[config.mk]
export PLATFORM = sky130hd
export DESIGN_NAME = cpu_param
export DESIGN_NICKNAME = d
export VERILOG_FILES = /design/src/rtl/cpu_param.sv
export SDC_FILE = /design/constraint.sdc
export NUM_CORES = 1
export LEC_CHECK = 0
export CELL_PAD_IN_SITES_DETAIL_PLACEMENT = 1
export CELL_PAD_IN_SITES_GLOBAL_PLACEMENT = 2
export CORE_MARGIN = 2
export CORE_UTILIZATION = 40
export CTS_CLUSTER_DIAMETER = 50
export DETAILED_ROUTE_END_ITERATION = 12
export PLACE_DENSITY_LB_ADDON = 0.1
export SKIP_LAST_GASP = 1
export SYNTH_ARGS = -nofsm -noshare
export SYNTH_HDL_FRONTEND = slang
export SYNTH_SLANG_ARGS = --single-unit
[constraint.sdc]
create_clock -name clk -period 5.39 [get_ports clk]
set_clock_uncertainty 0.2 [all_clocks]
set_input_delay 1.078 -clock clk [delete_from_list [all_inputs] [get_ports clk]]
set_output_delay 1.078 -clock clk [all_outputs]
set_load 0.01 [all_outputs]
[src/rtl/cpu_param.sv]
// cpu_param: multi-cycle single-issue core with internal register file, shifter, ALU and status.
// Optional macro CPU_ILLEGAL_TRAP_EN: undefined instructions halt the core until reset.
module cpu_param #(
  parameter int DATA_W         = 16,
  parameter bit RESULT_ON_MOVI = 1'b0
) (
  input  logic              clk,
  input  logic              reset,
  input  logic              in_valid,
  input  logic [15:0]       in,
  output logic              in_ready,
  output logic              w,
  output logic [DATA_W-1:0] out,
  output logic              N,
  output logic              V,
  output logic              Z,
  output logic              illegal
);

  typedef enum logic [2:0] {
    S_WAIT,
    S_DECODE,
    S_GET_A,
    S_GET_B,
    S_EXEC,
    S_WR_IMM,
    S_WR_REG
`ifdef CPU_ILLEGAL_TRAP_EN
    , S_HALT
`endif
  } state_t;

  state_t state, state_next;

  logic [15:0]       ir;
  logic [DATA_W-1:0] regs [8];
  logic [DATA_W-1:0] a, b, c;
  logic [DATA_W-1:0] b_sh, sum, diff, alu_res, imm_ext;
  logic              alu_v;
  logic signed [7:0] imm_s;

  logic [2:0] opcode, rn, rd, rm;
  logic [1:0] op, sh;
  logic       is_movi, is_movr, is_alu, is_cmp;

  assign opcode = ir[15:13];
  assign op     = ir[12:11];
  assign rn     = ir[10:8];
  assign rd     = ir[7:5];
  assign sh     = ir[4:3];
  assign rm     = ir[2:0];

  assign is_movi = (opcode == 3'b110) && (op == 2'b10);
  assign is_movr = (opcode == 3'b110) && (op == 2'b00);
  assign is_alu  = (opcode == 3'b101);
  assign is_cmp  = is_alu && (op == 2'b01);

  assign imm_s   = ir[7:0];
  assign imm_ext = DATA_W'(imm_s);

  assign in_ready = (state == S_WAIT);
  assign w        = in_ready;

  // Single-bit shifter on the B operand only
  always_comb begin
    b_sh = b;
    case (sh)
      2'b01:   b_sh = {b[DATA_W-2:0], 1'b0};
      2'b10:   b_sh = {1'b0, b[DATA_W-1:1]};
      2'b11:   b_sh = {b[DATA_W-1], b[DATA_W-1:1]};
      default: b_sh = b;
    endcase
  end

  assign sum  = a + b_sh;
  assign diff = a - b_sh;

  always_comb begin
    alu_res = '0;
    alu_v   = 1'b0;
    if (is_movr) begin
      alu_res = b_sh;
    end else begin
      case (op)
        2'b00: begin
          alu_res = sum;
          alu_v   = (a[DATA_W-1] == b_sh[DATA_W-1]) && (sum[DATA_W-1] != a[DATA_W-1]);
        end
        2'b01: begin
          alu_res = diff;
          alu_v   = (a[DATA_W-1] != b_sh[DATA_W-1]) && (diff[DATA_W-1] != a[DATA_W-1]);
        end
        2'b10:   alu_res = a & b_sh;
        default: alu_res = ~b_sh;
      endcase
    end
  end

  always_ff @(posedge clk or negedge reset) begin
    if (!reset) state <= S_WAIT;
    else        state <= state_next;
  end

  // MOV paths skip GET_A; CMP skips the register write-back
  always_comb begin
    state_next = state;
    illegal    = 1'b0;
    case (state)
      S_WAIT:   if (in_valid) state_next = S_DECODE;
      S_DECODE: begin
        if (is_movi)                    state_next = S_WR_IMM;
        else if (is_movr)               state_next = S_GET_B;
        else if (is_alu && op == 2'b11) state_next = S_GET_B;
        else if (is_alu)                state_next = S_GET_A;
        else begin
          illegal = 1'b1;
`ifdef CPU_ILLEGAL_TRAP_EN
          state_next = S_HALT;
`else
          state_next = S_WAIT;
`endif
        end
      end
      S_GET_A:  state_next = S_GET_B;
      S_GET_B:  state_next = S_EXEC;
      S_EXEC:   state_next = is_cmp ? S_WAIT : S_WR_REG;
      S_WR_IMM: state_next = S_WAIT;
      S_WR_REG: state_next = S_WAIT;
`ifdef CPU_ILLEGAL_TRAP_EN
      S_HALT:   state_next = S_HALT;
`endif
      default:  state_next = S_WAIT;
    endcase
  end

  always_ff @(posedge clk or negedge reset) begin
    if (!reset) begin
      ir <= '0;
      a  <= '0;
      b  <= '0;
      c  <= '0;
      N  <= 1'b0;
      V  <= 1'b0;
      Z  <= 1'b0;
      for (int i = 0; i < 8; i++) regs[i] <= '0;
    end else begin
      case (state)
        S_WAIT:  if (in_valid) ir <= in;
        S_GET_A: a <= regs[rn];
        S_GET_B: b <= regs[rm];
        S_EXEC: begin
          if (!is_cmp) c <= alu_res;
          if (is_alu) begin
            N <= alu_res[DATA_W-1];
            Z <= (alu_res == '0);
            V <= alu_v;
          end
        end
        S_WR_IMM: begin
          regs[rn] <= imm_ext;
          if (RESULT_ON_MOVI) c <= imm_ext;
        end
        S_WR_REG: regs[rd] <= c;
        default: ;
      endcase
    end
  end

  assign out = c;

endmodule

==> impl_results.rst <==
.. list-table::
   :header-rows: 1

   * - Metric
     - Value
   * - Starting density of the core
     - 40.5%
   * - Busiest metal layer after global routing
     - met2
   * - Cell Chain, Critical Path
     - buf_4 > mux2_2 > mux2i_1 > inv_1 > ha_1 > nor2b_1 > a2111oi_2 > a211oi_2 > o31a_1 > a31oi_1 > xor2_1 > a222oi_1 > nand4_1 > nor4_1 > a31o_1
   * - Post-cts hold buffer count
     - 0
   * - Unrepaired setup endpoints after global routing
     - no
   * - Global-route wire length before repair
     - 74.5 mm
   * - Post-layout minimum cycle time
     - 4.56 ns
   * - Worst-path cell with the longest stage delay
     - dfrtp_1
   * - Skew-Pair Late Insertion Delay
     - 0.46 ns
   * - Number of cell rows
     - 66
   * - Worst hold stages
     - 2
   * - Number of library cell types mapped by synthesis
     - 73
   * - Main flop type after synthesis
     - dfrtp_1
   * - Final RePlAce weighted congestion
     - 0.858
   * - Clock transition at the registers of the reported paths
     - 0.08 ns
   * - Main area contributors after synthesis
     - dfrtp_1 (38%), o21ai_0 (7.1%), nand2_1 (6.4%)
   * - Clock sinks
     - 198
   * - Syn avg cell area
     - 8.89 um2
   * - Share of synthesized area occupied by flip-flops and latches
     - 37.8%
   * - Filler-free cell count of the finished design
     - 1890
   * - Most common library cells after synthesis
     - nand2_1 (224), dfrtp_1 (198), o21ai_0 (186)
   * - Total die area
     - 0.0342 mm2
   * - Relative slew margins
     - 26.8%
   * - Number of buffers created by CTS
     - 17
   * - Total Routing Usage GR
     - 29.2%
   * - Iteration-0 DRC count of the detailed router
     - 699
   * - Total negative slack for setup checks
     - 0 ns
   * - Arrival time reported for the critical path endpoint
     - 4.75 ns
   * - Layout cells sized above 1
     - 10.6%
   * - Post-synthesis instance area
     - 0.0131 mm2
   * - Final hold violation count
     - 0
   * - EDFF count, synth
     - 0
   * - Aggregate routed wire length
     - 47.8 mm
   * - Area growth, synth to finish
     - 10.1%
   * - Number of port buffers
     - 40
   * - CTS root buffer
     - clkbuf_16
   * - Final routed DRC violation total
     - 0
   * - Grt met2 use
     - 47.6%
   * - Leakage Power
     - 5.71 nW
   * - Tightest Pin Transition
     - 1.09 ns
   * - Antenna violations before repair
     - 0
   * - Number of placed I/O pins
     - 41
   * - Share of the clock period used by the worst path
     - 84.6%
   * - Maximum clock frequency
     - 219 MHz
   * - Synth warn
     - 0
   * - Critical Path Source Type
     - register
   * - Number of instances in the synthesized netlist
     - 1473
   * - Worst Reg-to-Reg Cells
     - 15
   * - Top cell type's share of synthesized area
     - 37.8%
   * - Delay of the slowest cell on the worst path
     - 0.51 ns
   * - H-tree levels
     - 4
   * - Final ANT Viol Nets
     - 0
   * - Required time reported for the critical path endpoint
     - 5.58 ns
   * - Overall die height
     - 185 um
   * - Area of all placed cells without fillers
     - 0.0144 mm2
   * - Post-detailed-placement cell area
     - 0.0138 mm2
   * - Worst Path Max Fanout
     - 12
   * - Total setup violations reported at the end of the flow
     - 0
   * - CTS tree
     - done
   * - FF+latch count, synth
     - 198
   * - Status
     - finished, final reports clean
   * - Synth async-reset ratio
     - 100%
   * - Global routing met1 resource utilization
     - 39.4%
   * - Worst hold-check path type
     - reg2reg
   * - Area leader, netlist
     - dfrtp_1
   * - Core Region
     - 0.0324 mm2
   * - Placed Instances
     - 1859
   * - Detailed-router iteration count before antenna repair
     - 5
   * - Slew Limit Fails
     - 0
   * - Overall die width
     - 185 um
   * - Via density per instance
     - 6.13
   * - Critical setup path kind
     - reg2reg
   * - Syn_nets
     - 1529
   * - Number of buffers on the longest clock path
     - 2
   * - Dominant cell by count in the synthesized netlist
     - nand2_1
   * - Pin count of the biggest net entering global routing
     - 107
   * - Average detailed-routed wire length per instance
     - 25.3 um
   * - Fraction of met3 tracks used by global routing
     - 5.23%
   * - Max-Cap Viols
     - 0
   * - Diode count
     - 0
   * - Hpwl dp
     - 32.8 mm
   * - Capturing element type of the critical path
     - register
   * - Post-cts gate resize count
     - 0
   * - Total gr overflow
     - 0
   * - Number of nets in the layout
     - 1492
   * - Vias after detailed routing
     - 11600
   * - Power per cell area
     - 598 mW/mm2
   * - Postcts setup bufs
     - 0
   * - Largest vdd supply drop
     - 0.000361 V
   * - Vias in the first global route
     - 12000
==> placed cells by master, fill, tap and decap left out, types with 4 or more instances in the layout <==
cell	instances
ha_1	35
a211oi_1	12
o22a_1	49
mux4_2	37
mux2i_1	50
nor2_1	88
buf_4	30
o21bai_1	4
dfrtp_1	195
a22oi_1	19
o211ai_1	5
nor4_1	5
inv_1	37
nand3_1	9
nor3_1	14
clkdlybuf4s50_1	39
nand2_1	224
o31ai_1	8
a21o_1	4
nor2b_1	22
and2_1	9
clkbuf_16	17
a31oi_1	76
or3_1	4
xnor2_1	8
bufinv_16	4
a311oi_1	4
o21ai_0	185
xor2_1	6
nand2b_1	15
a21oi_1	79
o22ai_1	8
mux2_2	39
a221oi_1	18
nand3b_1	7
a22o_1	9
==> logic make-up after synthesis <==
group	synth area share [%]
AOI/OAI and AO/OA	24.5
and+or+nand+nor	14.4
DFF	37.8
buffers and inverters	5.07
muxes	13.6
adders and majority gates	3.65
xor gates and xnor gates	0.936
==> area by class of cell <==
type / instances / area (um2)
well taps: 442 / 553
fillers: 3771 / 17900
repair buffers: 71 / 649
clock buffers: 21 / 450
clock inverters: 10 / 170
flip-flops and latches: 198 / 4960
inverters: 37 / 139
multi-input cells: 1111 / 7500
==> worst paths after layout <==
kind | slack (ns) | from | to
setup reg to reg | 0.83 | ir[3] | Z
setup / recovery | 0.83 | ir[3] | Z
hold / removal | 0.28 | V | V
min in group asynchronous | 0.48 | reset | regs[112]
hold reg to reg | 0.28 | V | V
max in group asynchronous | 3.37 | reset | b[10]
==> power by group <==
| group | switching [W] | internal (W) | total (W) |
|---|---|---|---|
| logic | 0.00283 | 0.00177 | 0.00459 |
| clock network | 0.000621 | 0.000793 | 0.00141 |
| registers | 0.000714 | 0.00190 | 0.00262 |
==> metrics by stage <==
step,setup slack [ns],util (%),hold slack (ns),power [W]
finish,0.831,44.6,0.285,0.00862
global placement,1.05,42.6,0.268,0.00711
global route,0.318,44.6,0.313,0.00921
detailed placement,0.810,42.6,0.278,0.00718
floorplan,1.59,-,0.261,0.00556
CTS,0.793,44.6,0.292,0.00861
==> registers in the layout, summed over array words and instances (netlist names) <==
name / flops
regs: 128
a: 16
b: 16
ir: 16
out: 16
state: 3
N: 1
V: 1
Z: 1
==> worst max-delay path, delay by kind of cell (launching register included) <==
kind            cells  cell delay (ns)
compound gates      6             1.64
xor+xnor            1             0.09
fa+ha+maj           1             0.35
buf+inv             2             0.42
flops               1             0.51
mux                 2             0.72
simple gates        3             0.55
==> metal layers <==
metal | vias to the layer above | share of wire, %
met2 | 263 | 47
met5 | - | 0
met3 | 57 | 4.6
li1 | 5315 | -
met1 | 5946 | 46
met4 | 0 | 2.1
No activity file was read; power rests on OpenSTA's default activity.
